### src/rtl/echo_timer_pkg.sv
// ---------------------------------------------------------------------------
// echo_timer_pkg
//
// Shared definitions for the echo timer and the control FSM that drives it.
// The control FSM imports the same default constants so both sides agree on
// trigger length, blanking window, timeout and counter width.
//
// Contents:
//   state_t           - measurement state encoding
//   DEF_*             - default parameter values
// ---------------------------------------------------------------------------
package echo_timer_pkg;

   typedef enum logic [2:0] {
      ST_IDLE   = 3'd0,
      ST_TRIG   = 3'd1,
      ST_BLANK  = 3'd2,
      ST_LISTEN = 3'd3,
      ST_REPORT = 3'd4
   } state_t;

   localparam int DEF_WIDTH       = 16;
   localparam int DEF_TRIG_LEN    = 10;
   localparam int DEF_BLANK_LEN   = 20;
   localparam int DEF_TIMEOUT     = 60000;
   localparam int DEF_SYNC_STAGES = 2;

endpackage : echo_timer_pkg

### src/rtl/echo_timer_sync_chain.sv
// ---------------------------------------------------------------------------
// sync_chain
//
// Plain multi-flop synchronizer for a single asynchronous level. All stages
// clear to 0 on reset so that a freshly released block sees a low level.
//
// Ports:
//   clk      in   system clock
//   reset_n  in   asynchronous active-low reset
//   d        in   asynchronous input level
//   q        out  synchronized level, SYNC_STAGES cycles of latency
// ---------------------------------------------------------------------------
module sync_chain #(
   parameter int SYNC_STAGES = 2
) (
   input  logic clk,
   input  logic reset_n,
   input  logic d,
   output logic q
);

   logic [SYNC_STAGES-1:0] r_sync;

   // NOTE: sequential state uses non-blocking assignments so every flop
   // samples the pre-edge value of its neighbour, giving a true shift chain.
   always_ff @(posedge clk or negedge reset_n) begin
      if (!reset_n) begin
         r_sync <= '0;
      end else begin
         r_sync <= {r_sync[SYNC_STAGES-2:0], d};
      end
   end

   assign q = r_sync[SYNC_STAGES-1];

endmodule : sync_chain

### src/rtl/echo_timer.sv
// ---------------------------------------------------------------------------
// echo_timer
//
// Launches a trigger pulse, ignores the echo input for a blanking window,
// then measures how many clk cycles pass until the echo rises. The result is
// latched on count and flagged with a one-cycle done pulse, or with a
// one-cycle timeout pulse (count = TIMEOUT) if no echo arrives in time.
//
// Ports:
//   clk      in   system clock, all state on the rising edge
//   reset_n  in   asynchronous active-low reset
//   start    in   measurement request, only looked at while idle
//   echo_in  in   asynchronous echo level from the pin
//   trigger  out  outgoing pulse, high for TRIG_LEN cycles
//   busy     out  high whenever a measurement is in progress
//   done     out  one-cycle pulse, valid echo measured
//   timeout  out  one-cycle pulse, no echo before TIMEOUT
//   count    out  latched result, held until the next done/timeout
// ---------------------------------------------------------------------------
module echo_timer
   import echo_timer_pkg::*;
#(
   parameter int WIDTH       = DEF_WIDTH,
   parameter int TRIG_LEN    = DEF_TRIG_LEN,
   parameter int BLANK_LEN   = DEF_BLANK_LEN,
   parameter int TIMEOUT     = DEF_TIMEOUT,
   parameter int SYNC_STAGES = DEF_SYNC_STAGES
) (
   input  logic             clk,
   input  logic             reset_n,
   input  logic             start,
   input  logic             echo_in,
   output logic             trigger,
   output logic             busy,
   output logic             done,
   output logic             timeout,
   output logic [WIDTH-1:0] count
);

   // Counter values at which each phase ends (cnt value seen in the last
   // cycle of that phase).
   localparam logic [WIDTH-1:0] TRIG_LAST  = WIDTH'(TRIG_LEN - 1);
   localparam logic [WIDTH-1:0] BLANK_LAST = WIDTH'(TRIG_LEN + BLANK_LEN - 1);
   localparam logic [WIDTH-1:0] TO_LAST    = WIDTH'(TIMEOUT - 1);
   localparam logic [WIDTH-1:0] TO_VALUE   = WIDTH'(TIMEOUT);
   localparam logic [WIDTH-1:0] CNT_ONE    = WIDTH'(1);

   state_t           r_state;
   state_t           w_state_nxt;
   logic [WIDTH-1:0] r_cnt;
   logic [WIDTH-1:0] w_cnt_nxt;
   logic [WIDTH-1:0] r_count;
   logic [WIDTH-1:0] w_count_nxt;
   logic             r_trigger;
   logic             w_trigger_nxt;
   logic             r_done;
   logic             w_done_nxt;
   logic             r_timeout;
   logic             w_timeout_nxt;

   logic             w_es;
   logic             r_prev;
   logic             w_edge;

   // ------------------------------------------------------------------
   // Echo path: synchronize, then detect a rising edge. r_prev follows the
   // synchronized level in every state, so a level that is already high
   // when listening starts never looks like an edge.
   // ------------------------------------------------------------------
   sync_chain #(
      .SYNC_STAGES (SYNC_STAGES)
   ) u_sync (
      .clk     (clk),
      .reset_n (reset_n),
      .d       (echo_in),
      .q       (w_es)
   );

   always_ff @(posedge clk or negedge reset_n) begin
      if (!reset_n) begin
         r_prev <= 1'b0;
      end else begin
         r_prev <= w_es;
      end
   end

   assign w_edge = w_es & ~r_prev;

   // ------------------------------------------------------------------
   // State register, counter and registered outputs
   // ------------------------------------------------------------------
   always_ff @(posedge clk or negedge reset_n) begin
      if (!reset_n) begin
         r_state   <= ST_IDLE;
         r_cnt     <= '0;
         r_count   <= '0;
         r_trigger <= 1'b0;
         r_done    <= 1'b0;
         r_timeout <= 1'b0;
      end else begin
         r_state   <= w_state_nxt;
         r_cnt     <= w_cnt_nxt;
         r_count   <= w_count_nxt;
         r_trigger <= w_trigger_nxt;
         r_done    <= w_done_nxt;
         r_timeout <= w_timeout_nxt;
      end
   end

   // ------------------------------------------------------------------
   // Next-state and output logic
   // ------------------------------------------------------------------
   always_comb begin
      // NOTE: every signal gets a default before the case so that no path
      // leaves it unassigned, which would otherwise infer a latch.
      w_state_nxt   = r_state;
      w_cnt_nxt     = r_cnt;
      w_count_nxt   = r_count;
      w_done_nxt    = 1'b0;
      w_timeout_nxt = 1'b0;

      unique case (r_state)
         ST_IDLE: begin
            if (start) begin
               w_state_nxt = ST_TRIG;
               w_cnt_nxt   = '0;
            end
         end

         ST_TRIG: begin
            w_cnt_nxt = r_cnt + CNT_ONE;
            if (r_cnt == TRIG_LAST) begin
               // With no blanking window the echo is watched straight away.
               w_state_nxt = (BLANK_LEN == 0) ? ST_LISTEN : ST_BLANK;
            end
         end

         ST_BLANK: begin
            w_cnt_nxt = r_cnt + CNT_ONE;
            if (r_cnt == BLANK_LAST) begin
               w_state_nxt = ST_LISTEN;
            end
         end

         ST_LISTEN: begin
            // An echo in the last listening cycle still counts: it is
            // checked before the timeout condition. cnt is frozen on exit so
            // it never goes past TIMEOUT-1.
            if (w_edge) begin
               w_count_nxt = r_cnt;
               w_done_nxt  = 1'b1;
               w_state_nxt = ST_REPORT;
            end else if (r_cnt == TO_LAST) begin
               w_count_nxt   = TO_VALUE;
               w_timeout_nxt = 1'b1;
               w_state_nxt   = ST_REPORT;
            end else begin
               w_cnt_nxt = r_cnt + CNT_ONE;
            end
         end

         ST_REPORT: begin
            w_state_nxt = ST_IDLE;
         end

         default: begin
            w_state_nxt = ST_IDLE;
         end
      endcase

      // Trigger is registered so the pin sees a clean, glitch-free level.
      w_trigger_nxt = (w_state_nxt == ST_TRIG);
   end

   assign trigger = r_trigger;
   assign busy    = (r_state != ST_IDLE);
   assign done    = r_done;
   assign timeout = r_timeout;
   assign count   = r_count;

endmodule : echo_timer

### config.mk
export PLATFORM = sky130hd
export DESIGN_NAME = echo_timer
export DESIGN_NICKNAME = d
export VERILOG_FILES = /design/src/rtl/echo_timer_pkg.sv /design/src/rtl/echo_timer_sync_chain.sv /design/src/rtl/echo_timer.sv
export SDC_FILE = /design/constraint.sdc
export NUM_CORES = 1
export LEC_CHECK = 0
export ABC_CLOCK_PERIOD_IN_PS = 2000
export BUFFER_PORTS_ARGS = -buffer_cell sky130_fd_sc_hd__buf_2
export CAP_MARGIN = 20
export CORE_MARGIN = 4
export CORE_UTILIZATION = 55
export CTS_BUF_LIST = sky130_fd_sc_hd__clkbuf_8
export DETAILED_ROUTE_END_ITERATION = 6
export PLACE_DENSITY = 0.76
export SYNTH_ARGS = -nofsm -noshare
export SYNTH_HDL_FRONTEND = slang
export SYNTH_HIERARCHICAL = 1
export SYNTH_SLANG_ARGS = --single-unit
export TNS_END_PERCENT = 50
### constraint.sdc
create_clock -name clk -period 2 [get_ports clk]
set_input_delay 0.2 -clock clk [delete_from_list [all_inputs] [get_ports clk]]
set_output_delay 0.2 -clock clk [all_outputs]
set_load 0.01 [all_outputs]
==> run metrics, run 1 <==
Slew headroom 0.4145; Finished Cell Area 2242 µm²; worst hold path class input pin to flop; worst slew pin tran 0.8782 ns; Max Freq 524.1 MHz; first-pass GRT wire length 6.768 mm; Setup crit end kind flop; Vias 1428; post-synthesis cell count 168; Post-synth EDFFs 0; Filler cells 270; initial drt markers 75; number of global-route vias before repair 1364; worst skew pair latency 0.29 ns; Seq/Total Area, Yosys 0.5307; power per cell area 1194 nW/µm²; core area 3363 µm²; largest net degree at the start of global routing 42; row cnt 21; Post-CTS Hold Buffers 0; setup tns final 0 ns; Worst Path Required 2.22 ns; Die Area 4527 µm²; status finished clean; Post-Syn Area 1933 µm²; GRT Total Usage 0.2041; post-synthesis async set-or-reset flop share 1.000; critical path class flop to flop; CTS tree yes; Area growth syn-to-layout 15.99%; Root Driver clkbuf_8; Hold Violations, Final 0; post-DP HPWL 2.878 mm; DRC viols 0; post-DR vias/cell 5.852; crit path from r_cnt[0]; CP Capture Point r_cnt[7]; total wire length 4.114 mm; DIE WIDTH 67.29 µm; max_cap viols 0; Placer Congestion 0.8890; FF-to-FF End r_cnt[7]; Reg clk slew, reported paths 0.08 ns; Overflow after GRT 0; r2r startpoint r_cnt[0]; IO Pins 24; WP data arrival 2.13 ns; drt first pass iters 4; initial antenna violation count 0; crit path time final 1.908 ns; antenna cells 0; clock skew 0.006989 ns; share of cells above drive strength 1 0.2778; leading cell type in the layout, fill and taps excluded dfrtp_1; H-tree levels 2; YS warnings 6; Pwr Total 0.002677 W; Initial Util 0.5748; die height 67.29 µm; Finish-stage setup viols 0; Placed Area 2101 µm²; FF-to-FF path depth 6; distinct cell type count after synthesis 45; Final Net Count 203; #FFs+latches synth 41; fin crit share 0.9540; Max Slew Vio Count 0; Hold WS 0.01461 ns; CP Max Fanout 8; Synth Flop Type dfrtp_1; flop2flop setup slack 0.09 ns; Leakage 1.037 nW; Peak VDD IR 0.0006223 V; Final Util 0.6667; most frequent cells in the layout dfrtp_1 (39), buf_2 (23), nor2_1 (17), nand2_1 (10), a22o_1 (9); CTS sink cnt 41; Inserted Clock Buffers 5; Mapped Avg Cell Area 11.51 µm²; wire per inst 16.86 µm; CP startpoint kind flop; Max Buffers Root-to-Sink 2; ANT nets after route 0; Mapped Nets 174; Buffers on Ports 23
worst max-delay path, stage by stage, from the launching register on:
cell and delay, ns:
dfrtp_2 0.47, ha_1 0.26, and4_1 0.25, nand4_4 0.15, o211ai_2 0.19, or3_1 0.38, a21oi_1 0.14
report_power, final:
| part | internal [W] | total [W] | switching (W) |
|---|---|---|---|
| sequential | 0.00103 | 0.00125 | 0.000223 |
| combinational | 0.000362 | 0.000754 | 0.000392 |
| clock | 0.000402 | 0.000671 | 0.000269 |
cell usage after synthesis (3+ instances only):
library cell / n / area [µm²]
a21oi_1: 3 / 15.01
a22o_1: 9 / 78.83
and4_1: 4 / 35.03
buf_2: 4 / 20.02
dfrtp_1: 41 / 1026
nand2_1: 10 / 37.54
nand3_1: 5 / 25.02
nand4_1: 5 / 31.28
nor2_1: 17 / 63.81
nor3_1: 4 / 20.02
nor4_1: 3 / 18.77
o21ai_0: 4 / 20.02
o22a_1: 7 / 61.31
or3_1: 4 / 25.02
xor2_1: 8 / 70.07
worst min path at each step:
stage	from	endpoint	slack (ns)	cells after the start
2_1_floorplan	reset_n	count[0]	-0.1	0
3_5_place_dp	echo_in	u_sync/r_sync[0]	0.31	1
3_3_place_gp	echo_in	u_sync/r_sync[0]	0.31	1
6_report	echo_in	u_sync/r_sync[0]	0.01	1
5_1_grt	echo_in	u_sync/r_sync[0]	0.002	1
4_1_cts	echo_in	u_sync/r_sync[0]	0.007	1
per-stage QoR:
stage               setup WS [ns]  instances
finish                    0.09201        244
global route             -0.03283        244
CTS                      0.003297        243
detailed placement        0.01206        235
global placement          0.05146        235
floorplan                  0.2335        168
state kept, by name, summed over array words and instances, names as in the netlist:
register / flops
trigger: 1
count: 16
u_sync/r_sync: 2
done: 1
timeout: 1
r_cnt: 16
r_prev: 1
r_state: 3
cell families after synthesis:
| family | share of synthesized area |
|---|---|
| AO/OA/AOI/OAI | 0.1230 |
| flip-flops | 0.5307 |
| XOR/XNOR | 0.04531 |
| adder cells (fa/ha/maj) | 0.01294 |
| buffers and inverters | 0.03495 |
| AND/OR/NAND/NOR | 0.2531 |
cell type report:
| class | instances | area (µm²) | share of cell area |
|---|---|---|---|
| flip-flops and latches | 41 | 1028 | 0.4587 |
| multi-input cells | 115 | 854.6 | 0.3811 |
| repair buffers | 30 | 167.7 | 0.07478 |
| clock buffers | 6 | 82.58 | 0.03683 |
| well taps | 46 | 57.56 | 0.02567 |
| clock inverters | 2 | 33.78 | 0.01507 |
| inverters | 4 | 17.52 | 0.007813 |
routing by layer:
layer | part of all wire | vias to the layer above | global-route usage | routed length, µm
met5 | 0 | - | 0 | 0
met4 | 0.026 | 0 | 0.1063 | 106
met3 | 0.065 | 10 | 0.04659 | 269
met2 | 0.48 | 50 | 0.3202 | 1991
met1 | 0.42 | 689 | 0.2635 | 1746
li1 | - | 679 | - | -
repair_timing:
item,4_1_cts,5_1_grt
gates resized for setup,1,3
setup buffers,0,1
setup endpoints to repair,1,8
pin swaps,0,2
(Power assumes the default switching activity.)
==> inputs of run 2 (changes only) <==
--- a/config.mk
+++ b/config.mk
@@ -15,6 +15,5 @@
 export PLACE_DENSITY = 0.76
 export SYNTH_ARGS = -nofsm -noshare
 export SYNTH_HDL_FRONTEND = slang
-export SYNTH_HIERARCHICAL = 1
 export SYNTH_SLANG_ARGS = --single-unit
 export TNS_END_PERCENT = 50
==> run 2 against run 1 <==
Compared with the run above:
- routed wire length rose by 3.6%
- sequential power fell by 6%
- register-to-register slack improved by 0.06 ns
- global-route usage rose by 0.25 points
- combinational power fell by 13%
- sequential share of layout area fell by 0.44 points
- cell count rose by 12%
- first-iteration DRC count rose by 63%
- synthesized cell count rose by 20%
- worst hold slack improved by 0.0061 ns
- die area rose by 4.3%
- critical path depth rose by 1
==> run metrics, run 2 <==
Synth Area in Simple Gates 0.3257 (was 0.2531); Final Util 0.6561 (was 0.6667); Inserted Clock Buffers 5 (unchanged); Reg clk slew, reported paths 0.07 ns (was 0.08 ns); Root Driver clkbuf_8 (unchanged); flop2flop setup slack 0.15 ns (was 0.09 ns); largest net degree at the start of global routing 42 (unchanged); register area 1026 µm² (was 1028 µm²); Initial Util 0.5892 (was 0.5748); hold endpoint u_sync.r_sync[0] (was u_sync/r_sync[0]); Max Buffers Root-to-Sink 2 (unchanged); Filler cells 292 (was 270); Placed Area 2172 µm² (was 2101 µm²); DRC viols 0 (unchanged); Mapped Avg Cell Area 10.09 µm² (was 11.51 µm²); Synth Area in Compound Gates 0.07835 (was 0.1230); row cnt 21 (unchanged); r2r startpoint r_cnt[1] (was r_cnt[0]); CP startpoint kind flop (unchanged); worst hold path class input pin to flop (unchanged); H-tree levels 2 (unchanged); ANT nets after route 0 (unchanged); setup tns final 0 ns (unchanged); Hold Violations, Final 0 (unchanged); post-DR vias/cell 5.821 (was 5.852); footprint of the multi-input gates 938.4 µm² (was 854.6 µm²); #FFs+latches synth 41 (unchanged); Leakage 1.088 nW (was 1.037 nW); Max Freq 539.9 MHz (was 524.1 MHz); HP Start echo_in (unchanged); GRT Total Usage 0.2066 (was 0.2041); Area growth syn-to-layout 11.35% (was 15.99%); Finished Cell Area 2258 µm² (was 2242 µm²); CP Max Fanout 5 (was 8); Max Slew Vio Count 0 (unchanged); IO Pins 24 (unchanged); largest cells by area after synthesis dfrtp_1 (51%), nand2_1 (6.3%), nor2_1 (4.4%) (was dfrtp_1 (53%), a22o_1 (4.1%), xor2_1 (3.6%)); post-DP HPWL 3.087 mm (was 2.878 mm); WHS Path Cells 1 (unchanged); Finish-stage setup viols 0 (unchanged); Seq/Total Area, Yosys 0.5059 (was 0.5307); Die Area 4723 µm² (was 4527 µm²); Setup crit end kind flop (unchanged); die height 68.73 µm (was 67.29 µm); total wire length 4.263 mm (was 4.114 mm); initial antenna violation count 0 (unchanged); worst slew pin tran 0.8887 ns (was 0.8782 ns); worst skew pair latency 0.28 ns (was 0.29 ns); CTS tree yes (unchanged); distinct cell type count after synthesis 49 (was 45); post-synthesis async set-or-reset flop share 1.000 (unchanged); WP data arrival 2.01 ns (was 2.13 ns); Non-Filler Instances 273 (was 244); DIE WIDTH 68.73 µm (was 67.29 µm); Post-synth EDFFs 0 (unchanged); critical-path cell list inv_1, ha_1, nor4b_2, nand4_1, nor2_1, nor4_1, or3_1 (was ha_1, and4_1, nand4_4, o211ai_2, or3_1, a21oi_1); core area 3442 µm² (was 3363 µm²); CTS sink cnt 41 (unchanged); number of global-route vias before repair 1520 (was 1364); Synth Flop Type dfrtp_1 (unchanged); Overflow after GRT 0 (unchanged); Peak VDD IR 0.0006374 V (was 0.0006223 V); largest family of logic cells by synthesized area simple AND/OR/NAND/NOR gates (unchanged); Buffers on Ports 23 (unchanged); most frequent cells after synthesis dfrtp_1 (41), nand2_1 (34), nor2_1 (24) (was dfrtp_1 (41), nor2_1 (17), nand2_1 (10)); post-synthesis cell count 201 (was 168); most frequent cell after synthesis dfrtp_1 (unchanged); most frequent cells in the layout dfrtp_1 (41), nand2_1 (34), nor2_1 (24), buf_2 (23), xor2_1 (10) (was dfrtp_1 (39), buf_2 (23), nor2_1 (17), nand2_1 (10), a22o_1 (9)); Worst Path Required 2.16 ns (was 2.22 ns); initial drt markers 122 (was 75); Post-Synth XOR/XNOR Area 0.04318 (was 0.04531); area fraction of the dominant cell type after synthesis 0.5059 (was 0.5307); fin crit share 0.9262 (was 0.9540); Post-Syn Area 2028 µm² (was 1933 µm²); Post-Synth Adder-Cell Area 0.01234 (was 0.01294); leading cell type in the layout, fill and taps excluded dfrtp_1 (unchanged); FF-to-FF path depth 7 (was 6); Mapped Nets 207 (was 174); RSZ-0062 raised after global routing false; status finished clean (unchanged); Vias 1589 (was 1428); share of cells above drive strength 1 0.2203 (was 0.2778); Placer Congestion 0.9725 (was 0.8890); critical path class flop to flop (unchanged); power per cell area 1028 nW/µm² (was 1194 nW/µm²); Yosys top cell by area dfrtp_1 (unchanged); first-pass GRT wire length 7.155 mm (was 6.768 mm); drt first pass iters 5 (was 4); max_cap viols 0 (unchanged); Final Net Count 232 (was 203); Post-CTS Hold Buffers 0 (unchanged); Placed Instances 265 (was 235); crit path time final 1.852 ns (was 1.908 ns); wire per inst 15.62 µm (was 16.86 µm); clock skew 0.004563 ns (was 0.006989 ns); antenna cells 0 (unchanged); CP peak stage delay 0.44 ns (was 0.47 ns); FF-to-FF End r_state[0] (was r_cnt[7]); mux cell area share after synthesis 0 (unchanged); Slew headroom 0.4075 (was 0.4145); YS warnings 0 (was 6); CP max stage cell dfrtp_1 (was dfrtp_2)
-- run 2: metrics by stage --
step / worst slack [ns] / hold slack, ns / total power (W)
floorplan: 0.3480 / -0.09559 / 0.001639
global placement: 0.2051 / 0.3074 / 0.001805
detailed placement: 0.1308 / 0.3097 / 0.001848
CTS: 0.1033 / 0.01129 / 0.002338
global route: 0.02916 / 0.007023 / 0.002482
finish: 0.1477 / 0.02076 / 0.002321
-- run 2: what timing repair did --
item | 4_1_cts | 5_1_grt
setup endpoints to repair | 0 | 1
resized for setup | 0 | 1
setup buffers | 0 | 0
-- run 2: final cells by class --
cell class / count / share of cell area
clock buffer: 5 / 0.03047
clock inverter: 3 / 0.004986
inverter: 3 / 0.004986
multi-input combinational: 148 / 0.4155
sequential: 41 / 0.4543
tap: 46 / 0.02548
timing repair buffer: 27 / 0.06427
-- run 2: report_power, final --
group / switching [W] / internal [W] / total [W] / leakage, nW
registers: 0.000200 / 0.000980 / 0.00118 / 0.542
logic: 0.000382 / 0.000275 / 0.000656 / 0.494
clock network: 0.000253 / 0.000232 / 0.000485 / 0.0519
-- run 2: logic make-up after synthesis --
kind of cell	Yosys count
buffers and inverters	12
flip-flops	41
adder cells (fa/ha/maj)	2
XOR/XNOR	10
AO/OA/AOI/OAI	26
AND/OR/NAND/NOR	110
-- run 2: how the worst max path moves through the flow --
stage	startpoint	end	slack, ns	depth (start not counted)
floorplan	r_cnt[0]	r_state[0]	0.35	5
global placement	r_cnt[1]	r_state[0]	0.21	7
detailed placement	r_cnt[1]	r_state[0]	0.13	7
CTS	r_cnt[1]	r_state[0]	0.10	7
global route	r_cnt[1]	r_state[0]	0.03	7
finish	r_cnt[1]	r_state[0]	0.15	7
-- run 2: worst max-delay path, delay by kind of cell, from the launching register on --
family / cells / cell delay (ns)
AND/OR/NAND/NOR: 5 / 1.00
flip-flops: 1 / 0.44
adder cells (fa/ha/maj): 1 / 0.17
buffers and inverters: 1 / 0.12
-- run 2: routing by layer --
layer | global-route usage | wire length [µm]
met5 | 0 | 0
met4 | 0.07299 | 16
met3 | 0.03890 | 251
met2 | 0.3421 | 2124
met1 | 0.2710 | 1871
